<file path="config.mk">
export PLATFORM = sky130hd
export DESIGN_NAME = md_issue_ctrl
export DESIGN_NICKNAME = d
export VERILOG_FILES = /design/src/rtl/md_issue_ctrl_pkg.sv /design/src/rtl/md_latency_counter.sv /design/src/rtl/md_issue_ctrl.sv
export SDC_FILE = /design/constraint.sdc
export NUM_CORES = 1
export LEC_CHECK = 0
export BUFFER_PORTS_ARGS = -buffer_cell sky130_fd_sc_hd__buf_2
export CORE_AREA = 3 3 40 42
export CTS_BUF_LIST = sky130_fd_sc_hd__clkbuf_8
export CTS_CLUSTER_SIZE = 16
export DETAILED_ROUTE_END_ITERATION = 6
export DIE_AREA = 0 0 43 45
export PLACE_DENSITY = 0.66
export SYNTH_ARGS = -nofsm -noshare
export SYNTH_HDL_FRONTEND = slang
export SYNTH_HIERARCHICAL = 1
export SYNTH_SLANG_ARGS = --single-unit
</file>
<file path="constraint.sdc">
create_clock -name clk -period 1.8 [get_ports clk]
set_input_delay 0.09 -clock clk [delete_from_list [all_inputs] [get_ports clk]]
set_output_delay 0.09 -clock clk [all_outputs]
set_load 0.02 [all_outputs]
</file>
<file path="src/rtl/md_issue_ctrl_pkg.sv">
// Shared definitions for the MDU issue controller: MDop encodings, FSM state
// codes, default operation latencies and small decode helpers.
package md_issue_ctrl_pkg;

    localparam logic [3:0] nop_mdu   = 4'd0;
    localparam logic [3:0] mult_mdu  = 4'd1;
    localparam logic [3:0] multu_mdu = 4'd2;
    localparam logic [3:0] div_mdu   = 4'd3;
    localparam logic [3:0] divu_mdu  = 4'd4;
    localparam logic [3:0] mfhi_mdu  = 4'd5;
    localparam logic [3:0] mflo_mdu  = 4'd6;
    localparam logic [3:0] mthi_mdu  = 4'd7;
    localparam logic [3:0] mtlo_mdu  = 4'd8;

    localparam int mult_cyc_def = 5;
    localparam int div_cyc_def  = 10;
    localparam int cnt_w_def    = 4;

    typedef enum logic {
        st_idle = 1'b0,
        st_run  = 1'b1
    } md_state_t;

    function automatic logic is_launch(input logic [3:0] op);
        return (op == mult_mdu) || (op == multu_mdu) ||
               (op == div_mdu)  || (op == divu_mdu);
    endfunction

    function automatic logic is_mult(input logic [3:0] op);
        return (op == mult_mdu) || (op == multu_mdu);
    endfunction

endpackage

</file>
<file path="src/rtl/md_latency_counter.sv">
// Down-counter tracking the remaining busy cycles of an in-flight MDU op.
// Loads on launch, counts down to zero and then holds.
module md_latency_counter #(
    parameter int CNT_W = 4
) (
    input  logic             clk,
    input  logic             reset,
    input  logic             load,
    input  logic [CNT_W-1:0] load_val,
    output logic [CNT_W-1:0] cnt,
    output logic             last,
    output logic             running
);

    always_ff @(posedge clk) begin
        if (reset) begin
            cnt <= '0;
        end else if (load) begin
            cnt <= load_val;
        end else if (cnt != '0) begin
            cnt <= cnt - CNT_W'(1);
        end
    end

    assign last    = (cnt == CNT_W'(1));
    assign running = (cnt != '0);

endmodule

</file>
<file path="src/rtl/md_issue_ctrl.sv">
// Issue and D-stall controller in front of the multiply/divide unit.
// Optional busy cross-check and sticky md_err port: define MDU_BUSY_CHECK_EN.
//
// state   | meaning
// st_idle | no MDU op in flight; launch ops in E are issued with start
// st_run  | mult/div in flight; cnt holds remaining busy cycles
module md_issue_ctrl
    import md_issue_ctrl_pkg::*;
#(
    parameter int MULT_CYC = mult_cyc_def,
    parameter int DIV_CYC  = div_cyc_def,
    parameter int CNT_W    = cnt_w_def
) (
    input  logic             clk,
    input  logic             reset,
    input  logic             e_valid,
    input  logic [3:0]       e_mdop,
    input  logic [3:0]       d_mdop,
    input  logic             mdu_busy,
    output logic             mdu_en,
    output logic [3:0]       mdu_mdop,
    output logic             start,
    output logic             stall_d,
    output logic [CNT_W-1:0] cnt
`ifdef MDU_BUSY_CHECK_EN
    ,
    output logic             md_err
`endif
);

    md_state_t        state;
    md_state_t        state_nxt;
    logic             cnt_load;
    logic             cnt_last;
    logic             cnt_running;
    logic [CNT_W-1:0] load_val;
    logic             in_run;
    logic             launch_req;

    assign in_run     = (state == st_run);
    assign launch_req = e_valid && is_launch(e_mdop);
    assign load_val   = is_mult(e_mdop) ? CNT_W'(MULT_CYC) : CNT_W'(DIV_CYC);

    md_latency_counter #(
        .CNT_W (CNT_W)
    ) u_cnt (
        .clk      (clk),
        .reset    (reset),
        .load     (cnt_load),
        .load_val (load_val),
        .cnt      (cnt),
        .last     (cnt_last),
        .running  (cnt_running)
    );

    always_ff @(posedge clk) begin
        if (reset) begin
            state <= st_idle;
        end else begin
            state <= state_nxt;
        end
    end

    always_comb begin
        state_nxt = state;
        cnt_load  = 1'b0;
        start     = 1'b0;
        case (state)
            st_idle: begin
                if (launch_req) begin
                    start     = 1'b1;
                    cnt_load  = 1'b1;
                    state_nxt = st_run;
                end
            end
            st_run: begin
                // Launches seen here are illegal and dropped; an empty counter
                // also releases RUN so a bad latency can never wedge the stall.
                if (cnt_last || !cnt_running) begin
                    state_nxt = st_idle;
                end
            end
            default: state_nxt = st_idle;
        endcase
        if (reset) begin
            start    = 1'b0;
            cnt_load = 1'b0;
        end
    end

    always_comb begin
        mdu_mdop = e_valid ? e_mdop : nop_mdu;
        mdu_en   = !reset && e_valid && (e_mdop != nop_mdu);
        stall_d  = !reset && (d_mdop != nop_mdu) && (start || in_run);
    end

`ifdef MDU_BUSY_CHECK_EN
    always_ff @(posedge clk) begin
        if (reset) begin
            md_err <= 1'b0;
        end else if ((mdu_busy != in_run) ||
                     (in_run && e_valid && (e_mdop != nop_mdu))) begin
            md_err <= 1'b1;
        end
    end
`else
    logic unused_busy;
    assign unused_busy = mdu_busy;
`endif

endmodule

</file>
; ---- After elaboration in Yosys (flattened, before gate mapping)
; Index checks and enable logic that the tools add are counted.
[word_totals]
ff_bits = 5
in_bits = 12
out_inout_bits = 11
elab_cells = 34
[op_classes]
add_sub_neg = 1
n_eq_ne = 5
mux = 9
n_bitwise = 1
reduce_logical = 16
[op_table]
columns = op, count
row1 = $mux W4, 4
row2 = $reduce_bool A4 Y1, 3
row3 = $eq A4 B1 Y1 const B, 2
row4 = $eq A4 B2 Y1 const B, 2
row5 = $logic_and A1 B1 Y1, 5
row6 = $logic_or A1 B1 Y1, 5
row7 = $eq A4 B3 Y1 const B, 1
row8 = $mux W1, 4
row9 = $sub A4 B1 Y4 const B, 1
row10 = $logic_not A1 Y1, 2
row11 = $pmux W1 S2, 1
row12 = $reduce_bool A2 Y1, 1
row13 = $not A1 Y1, 1

; ---- Depth between registers and ports, before layout
; Gate-level depths: netlist of the first run.
[depth]
ltp_word = 10
ltp_mapped = 6
ltp_nobuf = 6

; ---- Cells and area by module
; The synthesis of the first run kept the hierarchy.
[by_module_without_submodules]
columns = module, instances, cells_per_inst, area_per_inst_um2, seq_area_each_um2
row1 = md_latency_counter, 1, 28, 250.2, 80.1
row2 = md_issue_ctrl, 1, 21, 157.7, 20.0

; ---- Worst setup path after synthesis of the first run
; OpenSTA, ideal clock, no wires.
[synth_path]
kind = register -> register
from = register u_cnt.cnt[0]
to = register u_cnt.cnt[1]
setup_ps = 75
arrival_time_ps = 1555
t_required_ps = 1725
path_slack_ps = 171
stages_incl_launch_ff = 6
path_buffers = 0
synth_period_minus_slack_ps = 1629
cell_sequence = dfxtp_1 inv_1 ha_1 nor3b_1 mux2_2 o22ai_1
[synth_between]
elab_chain_cells = 3
word_cells_on_any_way = 5
cone_classes = add/sub: 1 / mux: 2 / reduce/logical: 2
[synth_rtl]
columns = element, line
row1 = "start, declared", md_latency_counter.sv:10  ; output logic [CNT_W-1:0] cnt,
row2 = "start signal, assigned", md_latency_counter.sv:19  ; cnt <= load_val;
row3 = "start signal, assigned", md_latency_counter.sv:21  ; cnt <= cnt - CNT_W'(1);
row4 = $sub A4 B1 Y4, md_latency_counter.sv:21
row5 = $mux W4, md_latency_counter.sv:20  ; end else if (cnt != '0) begin
row6 = $mux W4, md_latency_counter.sv:18  ; end else if (load) begin
; Several ways; a longest one is shown, not always the timed one. The select of a mux whose other input is x is not followed.
; A chain may end at the register's enable or synchronous reset.

; ---- Worst setup path in the final report of the first run
[layout_path]
from = register u_cnt.cnt[0]
to = register u_cnt.cnt[2]
; The elaborated chain is that of the path after synthesis.

==> run summary, run 1 <==
The floorplan step set the die width to 43 microns. The number of DRC markers after the initial detailed-route iteration came out at 11. The hold violation count in the final report came to 0. The share of the synthesized area in the top cell type came out at 0.245.

Clock latency on the worst-skew pair, taken at its later pin, is 220 ps. The count of hold-fix buffers inserted at cts is 0. The part of the Yosys area used for sequential elements came out at 0.245. Clock tree synthesis found a total of 5 sinks. The type of destination of the critical path is a flip-flop. The leakage dissipation is 0.283 nW. During I/O placement, the number of pins put on the boundary was 23. In this run the most critical hold path is launched from reset. The final setup violation count is 0. The number of cells in the design after placement is 86. The via count is 423.

The worst slew slack as a fraction of its limit came out at 0.690. The layout overhead on the synthesized area is 43.3%. The number of max-cap violations is 0. The mean post-synth cell area came out at 8.32 sq um. The clock tree from TritonCTS is done.

The sequential cells in the finished layout cover a total of 100 sq um. The mapped netlist covers 408 sq um. The core occupancy in the finished layout is 0.455. The initial standard-cell utilization of the core came out at 0.317. The power density over the cells is 1470 nW/um^2. The final critical path time including I/O delays and setup is 1570 ps.

In the global route stage, overall resource usage came out at 0.117. The net count of the finished layout came out at 91. For this run the aggregate overflow at the end of global routing stands at 0. The remaining number of nets flagged by the antenna check after routing came out at 0.

The post-detailed-route DRC marker count came out at 0. The cell with the most instances after synthesis is sky130_fd_sc_hd__dfxtp_1. Of the available clock period, the critical path in the final layout requires 0.873.

The number of different library cells used by synthesis comes to 26. The beginning of the worst register-to-register path is u_cnt/cnt[0]. The final estimated routing congestion in global placement came out at 0.760.

The largest fanout of any net on the critical path is 5. The die outline area came out at 1940 sq um. The largest net degree at the start of global routing is 9. The post-synthesis async set-or-reset flop share came out at 0.

The largest total area in the synthesized netlist belongs to sky130_fd_sc_hd__dfxtp_1. Row generation in the floorplan step produced 13 rows. The post-synthesis cell count came out at 49. The data arrival time of the worst path is 1720 ps. 0 antenna diodes ended up in the layout.

Counting flops with a built-in enable in the synthesized netlist gives 0. The per-cell routed wire length is 10.5 microns. The HPWL after detailed placement is 754 microns. The design draws 0.000858 W. The maximum ir drop on the vdd rail came out at 0.482 mV.

The min-delay analysis places its worst path in the category in2reg. The via count of the first global-routing pass is 399. The multi-input combinational cells in the finished layout cover a total of 289 sq um. In this run the vertical extent of the chip is 45 microns. The final-report max-slew violation count came out at 0. The number of gates resized after CTS is 0.

The largest buffer count on any clock path came out at 2. The total nets after synthesis came out at 64. The clock-pin slew on the worst setup and hold paths came out at 30 ps. The post-synthesis register bit count came out at 5. The sort of element at the start of the critical path is a flip-flop. The worst setup path is of the reg2reg kind.

In this run the tool buffered the top-level ports with 21 buffer cells. The transition time of the tightest slew-check pin came out at 464 ps. The floorplan core area is 1280 sq um. Setup repair after global routing left no endpoint under its margin. After detailed routing, the total wire length is 941 microns. The count of warnings emitted by yosys came out at 6. The share of post-route cells with drive strength above 1 came out at 0.440. The highest clock frequency the design can meet came out at 636 MHz. The maximum clock skew at final layout is 0.689 ps. TritonCTS created 3 clock buffers. In this run the worst setup path begins at u_cnt/cnt[0]. The H-tree depth came out at 1. The tree is rooted in a sky130_fd_sc_hd__clkbuf_8. In this run the post-CTS setup repair buffer count came out at 0.

The global-route wire length before repair came out at 1590 microns. The endpoint required time on the critical path came out at 1950 ps. The number of detailed-routing iterations run before antenna repair came out at 4. The setup TNS came out at 0 ps.

The ratio of routed vias to standard cells is 4.70. In the synthesized netlist, the cells that appear most often are sky130_fd_sc_hd__dfxtp_1, sky130_fd_sc_hd__and2_1, sky130_fd_sc_hd__inv_1, sky130_fd_sc_hd__nand2_1. The number of antenna violations at the first check in global routing came out at 0.

For this run, the leading register cell type out of synthesis is sky130_fd_sc_hd__dfxtp_1. By area the synthesized netlist is led by sky130_fd_sc_hd__dfxtp_1, sky130_fd_sc_hd__ha_1, sky130_fd_sc_hd__and2_1. The final instance count without filler cells is 90.

The filler cell count in the final layout is 135. The run finished with clean final reports.
critical path, cell delays in order, from the launching register on:
cell	delay [ps]
sky130_fd_sc_hd__dfxtp_1	390
sky130_fd_sc_hd__inv_1	110
sky130_fd_sc_hd__ha_1	210
sky130_fd_sc_hd__nor3b_1	150
sky130_fd_sc_hd__buf_4	160
sky130_fd_sc_hd__or3_1	350
sky130_fd_sc_hd__a21oi_1	140
final cells by class:
| type | instances | area share |
|---|---|---|
| Timing Repair Buffer | 22 | 0.193 |
| Clock buffer | 3 | 0.0707 |
| Clock inverter | 1 | 0.00642 |
| Tap cell | 15 | 0.0321 |
| Multi-Input combinational cell | 39 | 0.495 |
| Sequential cell | 5 | 0.171 |
| Inverter | 5 | 0.0321 |
path summary, 6_finish.rpt:
kind | endpoint | slack [ps] | depth (start not counted)
setup / recovery | u_cnt/cnt[2] | 230 | 6
setup reg to reg | u_cnt/cnt[2] | 230 | 6
hold reg to reg | in_run | 450 | 1
hold / removal | u_cnt/cnt[3] | 120 | 2
metrics by stage:
step	hold WS [ps]	instance area, sq um	worst slack (ps)
floorplan	152	408	171
global placement	349	539	286
detailed placement	353	539	226
CTS	127	584	215
global route	144	584	130
finish	125	584	228
flip-flops by register name, summed over array words and instances (netlist names):
| register | count |
|---|---|
| in_run | 1 |
| u_cnt/cnt | 4 |
cell usage in the layout, fill, tap and decap left out:
| cell type | Yosys | routed |
|---|---|---|
| sky130_fd_sc_hd__or2_2 | 1 | 1 |
| sky130_fd_sc_hd__o22ai_1 | 2 | 2 |
| sky130_fd_sc_hd__nand3_2 | 1 | 1 |
| sky130_fd_sc_hd__xor2_1 | 1 | 1 |
| sky130_fd_sc_hd__nor3b_1 | 3 | 3 |
| sky130_fd_sc_hd__or4_1 | 1 | 1 |
| sky130_fd_sc_hd__nor4_1 | 2 | 2 |
| sky130_fd_sc_hd__a21oi_2 | 1 | 1 |
| sky130_fd_sc_hd__o21ai_0 | 1 | 1 |
| sky130_fd_sc_hd__buf_2 | 0 | 21 |
| sky130_fd_sc_hd__and2_2 | 1 | 1 |
| sky130_fd_sc_hd__inv_2 | 1 | 1 |
| sky130_fd_sc_hd__or3_1 | 2 | 2 |
| sky130_fd_sc_hd__mux2_2 | 1 | 1 |
| sky130_fd_sc_hd__and2_1 | 4 | 4 |
| sky130_fd_sc_hd__nand2_1 | 4 | 4 |
| sky130_fd_sc_hd__ha_1 | 3 | 3 |
| sky130_fd_sc_hd__o31ai_1 | 1 | 1 |
| sky130_fd_sc_hd__o32ai_2 | 1 | 1 |
| sky130_fd_sc_hd__nor2_1 | 2 | 2 |
| sky130_fd_sc_hd__nand2b_1 | 1 | 1 |
| sky130_fd_sc_hd__buf_4 | 0 | 1 |
| sky130_fd_sc_hd__dfxtp_1 | 5 | 5 |
| sky130_fd_sc_hd__a211o_1 | 1 | 1 |
| sky130_fd_sc_hd__xnor2_1 | 2 | 2 |
| sky130_fd_sc_hd__a21oi_1 | 2 | 2 |
| sky130_fd_sc_hd__inv_1 | 4 | 5 |
| sky130_fd_sc_hd__nor3b_2 | 1 | 1 |
| sky130_fd_sc_hd__clkbuf_8 | 0 | 3 |
layer usage:
layer | wire (microns) | share of wire | global-route usage
met1 | 388 | 0.41 | 0.130
met2 | 472 | 0.50 | 0.177
met3 | 62 | 0.066 | 0.0239
met4 | 19 | 0.020 | 0.127
met5 | 0 | 0 | 0
cells by family after synthesis:
logic type | after synthesis | share of synthesized area
AOI/OAI and AO/OA | 9 | 0.169
xor gates and xnor gates | 3 | 0.0644
adders and majority gates | 3 | 0.0920
buffers and inverters | 5 | 0.0460
DFF | 5 | 0.245
muxes | 1 | 0.0276
and+or+nand+nor | 23 | 0.356
power by group:
part / switching (W) / leakage, nW / internal [W]
combinational: 0.000233 / 0.214 / 0.000223
clock: 0.0000533 / 0.0269 / 0.000146
sequential: 0.0000482 / 0.0413 / 0.000154
total: 0.000335 / 0.283 / 0.000523
(Power assumes the default switching activity.)
==> run 2, diff against run 1 <==
--- a/config.mk
+++ b/config.mk
@@ -11,7 +11,6 @@
 export CTS_CLUSTER_SIZE = 16
 export DETAILED_ROUTE_END_ITERATION = 6
 export DIE_AREA = 0 0 43 45
-export PLACE_DENSITY = 0.66
 export SYNTH_ARGS = -nofsm -noshare
 export SYNTH_HDL_FRONTEND = slang
 export SYNTH_HIERARCHICAL = 1
==> run 2 against run 1 <==
Compared with the run above:
- register-to-register slack gained 40 ps
- sequential power is essentially flat
- cell count stayed put
- largest cell class unchanged
- die area is the same
- highest routed layer unchanged
- critical endpoint unchanged
- utilization stayed put
==> run summary, run 2 (synthesis results as in run 1) <==
The net count of the finished layout came out at 91 (unchanged). The clock tree from TritonCTS is done. The flow ran to the end, and the final reports show no timing, DRC or antenna violations.

The number of detailed-routing iterations run before antenna repair is 2 (-2). The number of cell rows is 13 (unchanged). The horizontal die dimension is 43 microns (unchanged). The power density over the cells is 1460 nW/um^2 (-0.73%). The count of buffers added by post-CTS timing repair for setup came out at 0 (unchanged).

The logic depth of the worst register-to-register path came out at 6 (unchanged). The initial standard-cell utilization of the core is 0.317 (unchanged). The end point of the worst hold path is u_cnt/cnt[3]. The number of DRC markers after the initial detailed-route iteration came out at 6 (-5). By startpoint and endpoint, the worst setup path is classified as reg2reg. The via count of the first global-routing pass is 416 (+4.3%). The count of hold-fix buffers inserted at cts is 0 (unchanged).

The maximum ir drop on the vdd rail is 0.345 mV (-28%). The largest buffer count on any clock path is 2 (unchanged). The wire length after detailed routing is 905 microns (-3.8%).

The count of inserted antenna diode cells is 0 (unchanged). The remaining number of nets flagged by the antenna check after routing was 0 (unchanged). The most frequent standard cell in the layout excluding fill and tap cells is sky130_fd_sc_hd__buf_2. The largest fanout of any net on the critical path is 5 (unchanged). The cell at the root of the clock tree is sky130_fd_sc_hd__clkbuf_8.

Traced cell by cell, the critical path runs through inv_1 > ha_1 > nor3b_1 > buf_4 > or3_1 > a21oi_1. The layout overhead on the synthesized area came to 43.3% (unchanged). The per-cell routed wire length is 10.1 microns (-3.8%).

The quantity of I/O buffers inserted on ports came out at 21 (unchanged). The final setup violation count came out at 0 (unchanged). The global-route wire length before repair is 1600 microns (+0.44%). The type of the most critical hold path is in2reg. The flip-flop count of the largest register after layout came out at 4 (unchanged). The number of buffers inserted during clock tree synthesis came out at 3 (unchanged). The slowest library cell on the worst path is sky130_fd_sc_hd__dfxtp_1. The cell depth of the worst hold path came to 2 (unchanged).

The endpoint required time on the critical path is 1950 ps (about the same). The maximum clock skew at final layout came out at 0.170 ps (-0.519 ps). The clock-pin slew on the worst setup and hold paths came out at 30 ps (about the same).

The top cell types in the final layout, fill and taps aside, are sky130_fd_sc_hd__buf_2, sky130_fd_sc_hd__inv_1, sky130_fd_sc_hd__dfxtp_1. The final critical path time including I/O delays and setup came out at 1530 ps (-43.4 ps). The filler cell count in the final layout was 136 (+0.74%). The final-report max-slew violation count came out at 0 (unchanged). The worst setup path is captured at a flip-flop. The floorplan core area is 1280 sq um (unchanged). The share of the cycle needed by the critical path after routing is 0.849 (-0.0241). The highest clock frequency the design can meet came out at 654 MHz (+2.8%). The H-tree depth is 1 (unchanged). The number of antenna violations at the first check in global routing came out at 0 (unchanged). The ratio of routed vias to standard cells is 4.78 (+1.7%).

The number of max-cap violations is 0 (unchanged). The number of gates resized after CTS came out at 0 (unchanged). The number of top-level pins came out at 23 (unchanged).

Setup repair after global routing left no endpoint under its margin. The register area is 100 sq um (unchanged). The sort of element at the start of the critical path is a flip-flop. The share of post-route cells with drive strength above 1 came out at 0.440 (unchanged). The clock latency at the later pin of the worst-skew pair came out at 220 ps (about the same).

The transition time of the tightest slew-check pin was 419 ps (-45.4 ps). The final estimated routing congestion in global placement is 0.674 (-11%). The number of sinks driven by the clock tree is 5 (unchanged). The minimum hold slack is 131 ps (+6.09 ps). The internal reg-to-reg setup slack is 270 ps (+40 ps).

The die outline area came to 1940 sq um (unchanged). The hold violation count in the final report is 0 (unchanged). The estimated wirelength of the detail-placed design is 727 microns (-3.6%). The data arrival time of the worst path is 1680 ps (-40 ps).

The setup TNS was 0 ps (unchanged). The footprint of the multi-input gates came to 289 sq um (unchanged). The longest individual stage delay on the worst path is 370 ps (-20 ps).

The via count is 430 (+1.7%). Counting flops per register, the top entry is u_cnt/cnt. The global router's overall resource usage is 0.108 (-0.00851). The beginning of the worst register-to-register path is u_cnt/cnt[0]. The endpoint of the most critical register-to-register path is u_cnt/cnt[2]. The worst hold path begins at reset.

The global-route congestion overflow total is 0 (unchanged). The die span in y is 45 microns (unchanged). The leakage dissipation is 0.283 nW (unchanged).

The largest net degree at the start of global routing was 9 (unchanged). The post-detailed-route DRC marker count was 0 (unchanged). The worst slew slack as a fraction of its limit came to 0.720 (+0.0304).
run 2: worst max path at each step:
stage,startpoint,endpoint,slack [ps],cells past startpoint
2_1_floorplan,u_cnt/cnt[0],u_cnt/cnt[1],170,5
3_3_place_gp,u_cnt/cnt[0],u_cnt/cnt[2],300,6
3_5_place_dp,u_cnt/cnt[0],u_cnt/cnt[2],270,6
4_1_cts,u_cnt/cnt[0],u_cnt/cnt[2],250,6
5_1_grt,u_cnt/cnt[0],u_cnt/cnt[2],170,6
6_report,u_cnt/cnt[0],u_cnt/cnt[2],270,6
run 2: area by class of cell:
| cell class | instances | share of cell area |
|---|---|---|
| well taps | 15 | 0.0321 |
| clock buffers | 3 | 0.0707 |
| clock inverters | 1 | 0.00642 |
| flip-flops and latches | 5 | 0.171 |
| repair buffers | 22 | 0.193 |
| multi-input cells | 39 | 0.495 |
| inverters | 5 | 0.0321 |
run 2: critical path: cells and delay by family (launching register included):
kind                     cells  cell delay [ps]
buffers and inverters        2              260
AO/OA/AOI/OAI                1              140
AND/OR/NAND/NOR              2              490
flip-flops                   1              370
adder cells (fa/ha/maj)      1              200
run 2: per-layer routing:
layer,vias to the layer above,GRT usage,routed length (microns)
li1,224,-,-
met1,181,0.137,406
met2,23,0.171,383
met3,2,0.00398,100
met4,0,0.0904,14
met5,-,0,0
run 2: report_power, final:
group / switching, W / leakage [nW] / internal, W
logic: 0.000228 / 0.214 / 0.000223
clock network: 0.0000539 / 0.0269 / 0.000146
registers: 0.0000467 / 0.0413 / 0.000154
run 2: stage by stage:
| stage | setup WS (ps) | instance area [sq um] | std cells | total power (W) | utilization |
|---|---|---|---|---|---|
| after global routing | 171 | 584 | 90 | 0.000917 | 0.455 |
| after floorplan | 171 | 408 | 49 | 0.000514 | - |
| final | 272 | 584 | 90 | 0.000852 | 0.455 |
| after global placement | 296 | 539 | 86 | 0.000650 | 0.420 |
| after CTS | 251 | 584 | 90 | 0.000867 | 0.455 |
| after detailed placement | 266 | 539 | 86 | 0.000654 | 0.420 |
==> run 3, diff against run 2 <==
==> constraint.sdc (replaced) <==
create_clock -name clk -period 1.45 [get_ports clk]
set_input_delay 0.0725 -clock clk [delete_from_list [all_inputs] [get_ports clk]]
set_output_delay 0.0725 -clock clk [all_outputs]
set_load 0.02 [all_outputs]
==> run 3 against run 2 <==
Compared with the run above:
- first-iteration DRC count increased by 50%
- sequential share of layout area decreased by 0.66 points
- wire length increased by 0.44%
- count of clock-buffer cells in the layout is the same
- critical path depth is 3 lower
- largest cell class unchanged
- non-clock buffer count is 5 higher
- highest routed layer unchanged
- utilization rose by 4.8 points
- sequential power grew 38%
- sequential cell count did not move
- critical endpoint is now u_cnt/cnt[3]
- clock power rose by 25%
==> run summary, run 3 (synthesis results as in run 1) <==
The footprint of the multi-input gates was 307 sq um (+6.1%). The maximum clock skew at final layout came to 1.17 ps (+1.00 ps). The endpoint required time on the critical path came out at 1610 ps (-340 ps). The number of top-level pins was 23 (unchanged). The critical path ends at u_cnt/cnt[3]. The clock-pin slew on the worst setup and hold paths is 40 ps (about the same). The global router's overall resource usage came out at 0.103 (-0.00507).

The longest individual stage delay on the worst path is 520 ps (+150 ps). The floorplan core area is 1280 sq um (unchanged). The largest net degree at the start of global routing is 8 (-1). The largest fanout of any net on the critical path is 6 (+1). The number of sinks driven by the clock tree is 5 (unchanged). The final-report max-slew violation count is 0 (unchanged). The start point of the critical path is u_cnt/cnt[2].

The filler cell count in the final layout came to 128 (-5.9%). The met2 global-route usage is 0.171 (unchanged). The register with the most flip-flops in the final layout is u_cnt/cnt. The flip-flop count of the largest register after layout came to 4 (unchanged).

The number of DRC markers after the initial detailed-route iteration is 9 (+3). The number of cells in the design after placement came to 89 (+3.5%). The initial standard-cell utilization of the core is 0.317 (unchanged). The core occupancy in the finished layout was 0.502 (+0.0477). The quantity of I/O buffers inserted on ports is 21 (unchanged). The internal reg-to-reg setup slack is 90 ps (-180 ps). Traced cell by cell, the critical path runs through or4_1 > a211o_1 > a21oi_2. The global-route congestion overflow total is 0 (unchanged). The area growth from synthesis to layout is 58.3%.

The highest clock frequency the design can meet came to 737 MHz (+13%). The share of post-route cells with drive strength above 1 came out at 0.575 (+0.135). The largest buffer count on any clock path is 2 (unchanged). The endpoint of the most critical register-to-register path is u_cnt/cnt[3]. The global-route track usage on met1 is 0.124 (-0.0123). The count of inserted antenna diode cells is 0 (unchanged). The number of antenna violations at the first check in global routing is 0 (unchanged). The estimated wirelength of the detail-placed design is 707 microns (-2.8%). The number of buffers inserted during clock tree synthesis is 3 (unchanged).

The data arrival time of the worst path came to 1510 ps (-170 ps). The cell at the root of the clock tree is sky130_fd_sc_hd__clkbuf_8. Setup repair after global routing left no endpoint under its margin. The via count of the first global-routing pass is 408 (-1.9%). The die outline area is 1940 sq um (unchanged). TritonCTS built the clock tree. The flow ran to the end, and the final reports show no timing, DRC or antenna violations. The via count came to 439 (+2.1%). The die span in y came to 45 microns (unchanged). The hold violation count in the final report came out at 0 (unchanged). The logic depth of the worst register-to-register path was 3 (-3). The power consumption came to 0.00120 W (+40%). The number of stages on the worst setup path is 3 (-3). The final critical path time including I/O delays and setup came out at 1360 ps (-172 ps). The wire length after detailed routing is 909 microns (+0.44%). The number of cell rows is 13 (unchanged).

The H-tree depth is 1 (unchanged). The share of the cycle needed by the critical path after routing came out at 0.935 (+0.0862). The global routing usage on met3 came out at 0 (-0.00398).

The horizontal die dimension is 43 microns (unchanged). The leakage dissipation is 0.310 nW (+9.8%). The remaining number of nets flagged by the antenna check after routing is 0 (unchanged). The power density over the cells was 1850 nW/um^2 (+27%).

The net count of the finished layout was 96 (+5.5%). The count of hold-fix buffers inserted at cts is 0 (unchanged). The most frequent standard cell in the layout excluding fill and tap cells is sky130_fd_sc_hd__buf_2.

The layer carrying the most global-route usage is met2. The number of max-cap violations came out at 0 (unchanged). The setup TNS came out at 0 ps (unchanged). The register area is 106 sq um (+6.3%). On the critical path the largest part of the delay comes from simple AND/OR/NAND/NOR gates. The placed cell area is 569 sq um (+5.6%). The number of detailed-routing iterations run before antenna repair is 4 (+2). The worst setup path is captured at a flip-flop. The final instance count without filler cells came out at 95 (+5.6%). The worst slew slack as a fraction of its limit came to 0.758 (+0.0386).

The largest individual stage delay along the critical path comes from the cell sky130_fd_sc_hd__or4_1. The sort of element at the start of the critical path is a flip-flop. The worst hold path belongs to the class in2reg.

In this run the critical register-to-register path is launched from u_cnt/cnt[2]. Leaving out fill and tap cells, the most frequent cells in the layout are sky130_fd_sc_hd__buf_2, sky130_fd_sc_hd__buf_4, sky130_fd_sc_hd__and2_1, sky130_fd_sc_hd__nand2_1. The type of the setup path with the least slack is reg2reg. The final estimated routing congestion in global placement is 0.721 (+6.9%). The clock latency at the later pin of the worst-skew pair came out at 220 ps (about the same).

The global-route wire length before repair is 1520 microns (-5.1%). The buffering stage count on the worst path with inverters included was 0 (-2). The maximum ir drop on the vdd rail came out at 0.445 mV (+29%). The post-detailed-route DRC marker count was 0 (unchanged). The ratio of routed vias to standard cells is 4.62 (-3.3%). The per-cell routed wire length came out at 9.57 microns (-4.8%). The final setup violation count came to 0 (unchanged). The transition time of the tightest slew-check pin is 361 ps (-57.7 ps). The final design area excluding fillers is 646 sq um (+10%).
-- run 3: changes by cell type in the layout (fill, tap and decap cells not counted), sizes merged --
cell	delta
buf	+5
-- run 3: layout make-up --
cell class                 count  share of cell area
multi-input combinational     39               0.475
timing repair buffer          27               0.233
sequential                     5               0.165
clock buffer                   3              0.0640
inverter                       5              0.0291
tap                           15              0.0291
clock inverter                 1             0.00581
-- run 3: repair_timing --
| item | in CTS | in global routing |
|---|---|---|
| gates resized for setup | 0 | 7 |
| buffers inserted | 0 | 2 |
| setup endpoints to repair | 0 | 2 |
-- run 3: tightest hold or removal path: stages --
cell	delay, ps
sky130_fd_sc_hd__buf_2	90
sky130_fd_sc_hd__buf_4	140
sky130_fd_sc_hd__a21oi_2	30
-- run 3: power by group --
| part | switching [W] | internal [W] | leakage [nW] |
|---|---|---|---|
| Combinational | 0.000305 | 0.000362 | 0.241 |
| Clock | 0.0000694 | 0.000182 | 0.0269 |
| Sequential | 0.0000742 | 0.000204 | 0.0425 |
-- run 3: how the worst min path moves through the flow --
stage	startpoint	endpoint	slack, ps	cells after the start
2_1_floorplan	reset	u_cnt/cnt[3]	130	1
3_3_place_gp	reset	u_cnt/cnt[3]	400	3
3_5_place_dp	reset	u_cnt/cnt[3]	400	3
4_1_cts	reset	u_cnt/cnt[3]	170	3
5_1_grt	reset	u_cnt/cnt[2]	190	3
6_report	reset	u_cnt/cnt[2]	170	3
-- run 3: per-stage QoR --
step / hold slack, ps / worst slack, ps
detailed placement: 402 / 17.4
floorplan: 135 / 38.7
global route: 186 / 6.55
global placement: 400 / 50.3
finish: 170 / 93.9
CTS: 170 / 7.79
-- run 3: layer usage --
layer | part of all wire | vias to the layer above
li1 | - | 236
met1 | 0.45 | 178
met2 | 0.44 | 23
met3 | 0.090 | 2
met4 | 0.019 | 0
met5 | 0 | -
